**config.mk**
```make
export PLATFORM = sky130hd
export DESIGN_NAME = ifetch_queue
export DESIGN_NICKNAME = d
export VERILOG_FILES = /design/src/rtl/ifetch_queue.sv
export SDC_FILE = /design/constraint.sdc
export NUM_CORES = 1
export LEC_CHECK = 0
export ABC_AREA = 0
export ABC_CLOCK_PERIOD_IN_PS = 4250
export CAP_MARGIN = 20
export CORE_MARGIN = 4
export CORE_UTILIZATION = 53
export CTS_CLUSTER_SIZE = 40
export DETAILED_ROUTE_END_ITERATION = 6
export GPL_ROUTABILITY_DRIVEN = 0
export GPL_TIMING_DRIVEN = 1
export PLACE_DENSITY = 0.79
export SLEW_MARGIN = 20
export SYNTH_ARGS = -nofsm -noshare
export SYNTH_HDL_FRONTEND = slang
export SYNTH_SLANG_ARGS = --single-unit
export TNS_END_PERCENT = 1
```
**constraint.sdc**
```tcl
create_clock -name clk -period 4.25 [get_ports clk]
set_clock_uncertainty 0.1 [all_clocks]
set_input_delay 0.6375 -clock clk [delete_from_list [all_inputs] [get_ports clk]]
set_output_delay 0.6375 -clock clk [all_outputs]
set_load 0.05 [all_outputs]
```
**src/rtl/ifetch_queue.sv**
```systemverilog
// Instruction fetch queue: fetches LC-3b words over mem_read/mem_resp, buffers
// them with their next-PC, and hands them to the IR as a one-cycle load strobe.
module ifetch_queue #(
  parameter int          DEPTH    = 2,
  parameter logic [15:0] RESET_PC = 16'h0000
) (
  input  logic        clk,
  input  logic        reset,
  output logic [15:0] mem_address,
  output logic        mem_read,
  input  logic [15:0] mem_rdata,
  input  logic        mem_resp,
  input  logic        take,
  output logic        ir_avail,
  output logic        ir_load,
  output logic [15:0] ir_word,
  output logic [15:0] ir_npc,
  input  logic        redirect,
  input  logic [15:0] redirect_pc
);

  localparam int AW = (DEPTH > 1) ? $clog2(DEPTH) : 1;
  localparam int CW = AW + 1;

  typedef enum logic [1:0] {
    IDLE  = 2'd0,
    REQ   = 2'd1,
    DRAIN = 2'd2
  } state_t;

  state_t          r_state;
  state_t          w_next_state;
  logic [15:0]     r_fpc;
  logic [15:0]     r_req_addr;
  logic [15:0]     r_word_mem [DEPTH];
  logic [15:0]     r_npc_mem  [DEPTH];
  logic [AW-1:0]   r_wptr;
  logic [AW-1:0]   r_rptr;
  logic [CW-1:0]   r_count;
  logic            w_push;
  logic            w_pop;

  // A response that races a redirect belongs to the abandoned stream.
  assign w_push = (r_state == REQ) && mem_resp && !redirect;
  assign w_pop  = take && (r_count != '0) && !redirect;

  assign ir_avail    = (r_count != '0);
  assign mem_read    = (r_state != IDLE);
  // DRAIN keeps the old address on the bus while fpc already holds the target.
  assign mem_address = (r_state == IDLE) ? r_fpc : r_req_addr;

  always_comb begin
    // NOTE: default first so every path assigns w_next_state and no latch is inferred.
    w_next_state = r_state;
    unique case (r_state)
      IDLE:    if (!redirect && ((r_count < CW'(DEPTH)) || w_pop)) w_next_state = REQ;
      REQ:     if (mem_resp) w_next_state = IDLE;
               else if (redirect) w_next_state = DRAIN;
      DRAIN:   if (mem_resp) w_next_state = IDLE;
      default: w_next_state = IDLE;
    endcase
  end

  // NOTE: sequential state uses non-blocking assignments only.
  always_ff @(posedge clk) begin
    if (reset) begin
      r_state    <= IDLE;
      r_fpc      <= RESET_PC & 16'hFFFE;
      r_req_addr <= RESET_PC & 16'hFFFE;
      r_wptr     <= '0;
      r_rptr     <= '0;
      r_count    <= '0;
      ir_load    <= 1'b0;
      ir_word    <= '0;
      ir_npc     <= '0;
    end else begin
      r_state <= w_next_state;
      ir_load <= w_pop;

      if (r_state == IDLE && w_next_state == REQ) r_req_addr <= r_fpc;

      if (redirect)    r_fpc <= redirect_pc & 16'hFFFE;
      else if (w_push) r_fpc <= r_fpc + 16'd2;

      if (w_pop) begin
        ir_word <= r_word_mem[r_rptr];
        ir_npc  <= r_npc_mem[r_rptr];
      end

      if (redirect) begin
        r_wptr  <= '0;
        r_rptr  <= '0;
        r_count <= '0;
      end else begin
        if (w_push) r_wptr <= r_wptr + AW'(1);
        if (w_pop)  r_rptr <= r_rptr + AW'(1);
        unique case ({w_push, w_pop})
          2'b10:   r_count <= r_count + CW'(1);
          2'b01:   r_count <= r_count - CW'(1);
          default: r_count <= r_count;
        endcase
      end
    end
  end

  // NOTE: storage is not reset; entries are only read after being written.
  always_ff @(posedge clk) begin
    if (w_push) begin
      r_word_mem[r_wptr] <= mem_rdata;
      r_npc_mem[r_wptr]  <= r_fpc + 16'd2;
    end
  end

endmodule

```
After elaboration in Yosys (flattened, before gate mapping):

Memory sizes are Yosys's and may differ from the RTL's. A register that Yosys moved wholly into a read port is not among the register bits.
Cells that the tools add are included.

* bits in registers: 39
* bits in writable memories: 64
* input port bits: 37
* output and inout bits: 51
* memories kept: 2

* $add $sub $neg: 5
* order comparisons: 1
* equal/unequal tests: 5
* muxes and demuxes: 11
* reduce and logical (&&, ||, !) cells: 14

Memory list
* r_npc_mem: depth 2, bits a word 16, rd ports 1, clocked after memory_dff 1, wr ports 1, line 36 `logic [15:0] r_npc_mem [DEPTH];`
* r_word_mem: depth 2, bits a word 16, rd ports 1, clocked after memory_dff 1, wr ports 1, line 35 `logic [15:0] r_word_mem [DEPTH];`

Operators by type and width (number)
* 2-to-1 mux 16 bit: 3
* adder 16 x 2 -> 16 bit, second input constant: 1
* 2-to-1 mux 2 bit: 4
* nonzero test 2 bit: 4
* == test 2 x 1 -> 1 bit, second input constant: 3
* logical AND 1 bit: 6
* case mux 2 bit (3 select lines): 1
* == test 2 bit, second input constant: 2
* case mux 2 bit (2 select lines): 1
* adder 1 bit, second input constant: 2
* adder 2 x 1 -> 2 bit, second input constant: 1
* logical NOT 2 bit: 1
* < comparator 2 bit, second input constant: 1
* 2-to-1 mux 1 bit: 2
* OR reduction 2 bit: 1
* subtractor 2 x 1 -> 2 bit, second input constant: 1
* logical NOT 1 bit: 1
* logical OR 1 bit: 1

Logic depth before layout (Yosys ltp):

* depth in word-level cells: 9
* depth in mapped cells: 8
* gate-level depth less buffers: 6

Worst setup path after synthesis:

No wires, ideal clock.

* path type: input-to-reg
* start point: input redirect
* end point: memory r_npc_mem[0][10], enable pin
* library setup time: 419 ps
* arrival time: 2637 ps
* data required time: 3731 ps
* slack: 1094 ps
* stages: 4
* buffers on the path: 2
* path through: clkbuf_1 -> clkbuf_1 -> or2_2 -> nor2_1

* word-level cells in the longest chain between the ends: 4

Ends and longest elaborated chain
* from (decl): line 18 `input logic redirect,`
* logical NOT 1 bit: line 44 `assign w_push = (r_state == REQ) && mem_resp && !redirect;`
* logical AND 1 bit: line 44
* 2-to-1 mux 1 bit: line 108 `if (w_push) begin`
* 2-to-1 mux 1 bit (implied by the code): line 110 `r_npc_mem[r_wptr] <= r_fpc + 16'd2;`
* to (decl): line 36

Every way passes these cells.

Final worst setup path:

* start point: register r_state[0]
* end point: output mem_address[7]

* word-level cells in the longest chain between the ends: 2

Ends and longest elaborated chain
* from (decl): line 31 `state_t r_state;`
* from (signal assigned): line 77 `r_state <= w_next_state;`
* logical NOT 2 bit: line 50 `assign mem_address = (r_state == IDLE) ? r_fpc : r_req_addr;`
* 2-to-1 mux 16 bit: line 50
* to (decl): line 9 `output logic [15:0] mem_address,`

Every way passes these cells.

==> results.txt <==
----------------------------------------------------
[Outcome]
  Run status ... finished, final reports clean

[Power and ir drop]
  Fraction of power consumed by combinational cells ... 7.5%
  Pwr per Cell Area ... 442 nW/µm²
  Power share of the sequential group ... a little under half
  Int Power ... around 0.0023 W
  Total power draw ... just over 0.003 W
  Peak VDD IR ... between 0.2 and 0.3 mV
  Leakage Power ... between 2 and 2.5 nW
  Part of the power in the clock network ... a little under half
  Share of total power consumed by net switching ... between 20 and 25%
  Reported net switching power ... 0.000739 W

[Finish]
  Ratio of cells with drive above 1 in the final layout ... roughly an eighth
  Utilization after layout ... 69.7%
  Summed area of non-filler cells in the final layout ... just under 7000 µm²
  Antenna fix cells ... 0
  Number of filler cells placed in the layout ... ~740
  Number of nets in the final layout ... just under 600
  Area growth syn-to-layout ... 27.8%

[Clocking]
  Number of hold buffers added after cts ... 0
  Buffer depth of the longest clock path ... 2
  Number of gates given a new drive strength after cts ... 0
  Number of setup buffers added after CTS ... 0
  CTS sink cnt ... 130
  Number of buffers created by CTS ... 17
  Clock transition at the registers of the reported paths ... around 0.070 ns
  CTS H-Tree Depth ... 4
  Clock root buffer master ... sky130_fd_sc_hd__clkbuf_8
  Latest clock arrival within the worst-skew pair ... between 0.5 and 0.6 ns
  CTS tree ... yes

[Place]
  HPWL after detailed placement ... ~7000 µm
  Placed Area ... ~6300 µm²
  Number of buffers inserted by port buffering ... 84

[Synth]
  Combinational family with the most area after synthesis ... simple AND/OR/NAND/NOR gates
  Sequential share of the synthesized area ... between 60% and 70%
  Gate Count Post-Synth ... between 400 and 500
  Most frequent cell after synthesis ... sky130_fd_sc_hd__dfxtp_1
  Multiplexer area fraction after synthesis ... ~9.3%
  Compound-cell area share of the yosys netlist ... a little under a tenth
  Simple-gate area share of the yosys netlist ... approximately 12%
  Top-area cell type share of the netlist area ... a little over a third
  Unique cell type count in the Yosys netlist ... 40
  Xor/xnor cell area share of the yosys netlist ... between 4 and 5%
  Post-synth design cell area ... ~5400 µm²
  Top cell types by occurrence after synthesis ... sky130_fd_sc_hd__dfxtp_1, sky130_fd_sc_hd__edfxtp_1, sky130_fd_sc_hd__nor2_1
  Synth area leader ... sky130_fd_sc_hd__edfxtp_1
  Number of flip-flops and latches in the synthesized netlist ... 130
  Synth area leaders ... sky130_fd_sc_hd__edfxtp_1, sky130_fd_sc_hd__dfxtp_1, sky130_fd_sc_hd__mux2i_1, sky130_fd_sc_hd__a211oi_1, sky130_fd_sc_hd__nor2_1
  Number of flops mapped to enable cells by yosys ... a little over 60
  Ys flop type ... sky130_fd_sc_hd__dfxtp_1
  Yosys Warn Count ... 0
  Mean area per synthesized cell ... 11.5 µm²
  Adder and majority cell fraction of the synthesized area ... less than 1%
  Async SR Flop Fraction ... 0%

[Floorplanning]
  Initial Utilization ... a little over half
  Die Span X ... about 110 µm
  Vert. Die Dim ... around 110 µm
  Core Region ... slightly below 10000 µm²
  Top Ports ... between 80 and 90
  Overall die area ... approximately 12000 µm²
  Row count ... 36

[STA]
  Final hold vios ... 0
  Final critical-path required period ... ~3.2 ns
  Setup violations, final ... 0
  Worst hold slack ... approximately 0.36 ns
  Crit share post-route ... about three quarters
  Highest clock rate ... 308 MHz
  Setup repair after global routing missed its margin ... no
  Slew Limit Headroom ... a little under a third
  Least-Margin Pin Slew ... 1.03 ns
  Number of pins exceeding their max-slew limit in the final report ... 0
  Setup TNS ... 0 ns

[GRT]
  First-pass GRT wire length ... about 18000 µm
  Total global routing track utilization ... between 20% and 30%
  Grt total ovfl ... 0
  Via count of the first global-routing pass ... 3701
  Largest net degree at the start of global routing ... 63
  Antenna violations before repair ... 0

[Worst hold path]
  Tightest Hold Check Type ... register to register

[Critical path]
  Crit Path Max Fanout ... 13
  Category of the most critical setup path ... register to primary output
  Critical Path Sink Type ... primary output
  Worst endpoint data arrival time ... 2.51 ns
  Worst EP required ... approximately 3.5 ns
  Worst Setup Start Kind ... register

[Routing]
  Post-Route WL ... between 10000 and 15000 µm
  Avg WL per Cell ... 16.4 µm
  Post-route DRC violation count ... 0
  Drt first pass iters ... 5
  Drt via density ... roughly 5.4
  Initial drt markers ... between 150 and 200
  Vias post-DR ... roughly 3.7k
  Remaining antenna violation count after routing ... 0

[Flow run]
  Number of maximum-capacitance constraint violations ... 0

----------------------------------------------------
## sequential cells by signal (all words and copies together), names as in the netlist
signal and count:
r_count 2, r_rptr 1, r_wptr 1, ir_word 16
r_req_addr 15, r_state 2, ir_load 1, r_fpc 15
r_word_mem 32, r_npc_mem 30, ir_npc 15
## final cells by class
cell class	count	area, µm²	area share, %
flip-flops and latches	130	3220	47.1
multi-input cells	288	1920	28.1
repair buffers	92	896	13.1
clock buffers	17	414	6.05
clock inverters	15	171	2.51
well taps	133	166	2.43
inverters	13	48.8	0.713
## routing by layer
metal  GRT usage [%]  up-vias  part of all wire [%]  wire length (µm)
met3            5.49       21                   5.2               581
met5               0        -                     0                 0
li1                -     1819                     -                 -
met2            34.4      120                    50              5650
met4            7.57        0                   1.8               199
met1            25.2     1747                    43              4850
## path summary, 6_finish.rpt
kind | slack [ns] | depth (start not counted) | end | from
worst max register to register | 2.08 | 4 | r_npc_mem[1][15] | r_fpc[1]
worst max-delay path | 1.00 | 6 | mem_address[7] | r_state[0]
worst min-delay path | 0.36 | 2 | r_req_addr[12] | r_req_addr[12]
worst min register to register | 0.36 | 2 | r_req_addr[12] | r_req_addr[12]
## logic make-up (layout without fill, tap and decap cells)
group	Yosys count	in the layout
AO/OA/AOI/OAI	76	76
XOR/XNOR	26	26
adder cells (fa/ha/maj)	2	2
buffers and inverters	50	137
flip-flops	130	130
multiplexers	48	48
other	1	2
AND/OR/NAND/NOR	134	134
## stage by stage
| step | instances | worst slack (ns) |
|---|---|---|
| 3_5_place_dp | 656 | 1.53 |
| 5_1_grt | 688 | 0.799 |
| 2_1_floorplan | 468 | 1.09 |
| 4_1_cts | 688 | 0.995 |
| 3_3_place_gp | 656 | 1.56 |
| 6_report | 688 | 1.00 |
## critical path: stages, from the launching register on
cell	delay, ns
sky130_fd_sc_hd__dfxtp_1	0.53
sky130_fd_sc_hd__nor2_1	0.09
sky130_fd_sc_hd__buf_4	0.20
sky130_fd_sc_hd__inv_1	0.17
sky130_fd_sc_hd__nand2_1	0.07
sky130_fd_sc_hd__o21ai_0	0.09
sky130_fd_sc_hd__clkdlybuf4s50_1	0.84
## cell usage in the layout, fill, tap and decap left out, drive strengths merged, types with 16 or more instances in the layout
master         synthesis  layout
a211oi                32      32
a21oi                 24      24
clkbuf                18      17
clkdlybuf4s50          0      83
dfxtp                 68      68
edfxtp                62      62
inv                   13      21
mux2i                 35      35
nand2                 39      39
nor2                  46      46
xor2                  16      16
## power by group through the flow
stage          Combinational [W]  Clock (W)  Sequential, W
2_1_floorplan           0.000152          0        0.00138
3_3_place_gp            0.000221          0        0.00139
3_5_place_dp            0.000226          0        0.00139
4_1_cts                 0.000229    0.00145        0.00137
5_1_grt                 0.000243    0.00151        0.00137
6_report                0.000227    0.00143        0.00137
No activity file was read; power rests on OpenSTA's default activity.
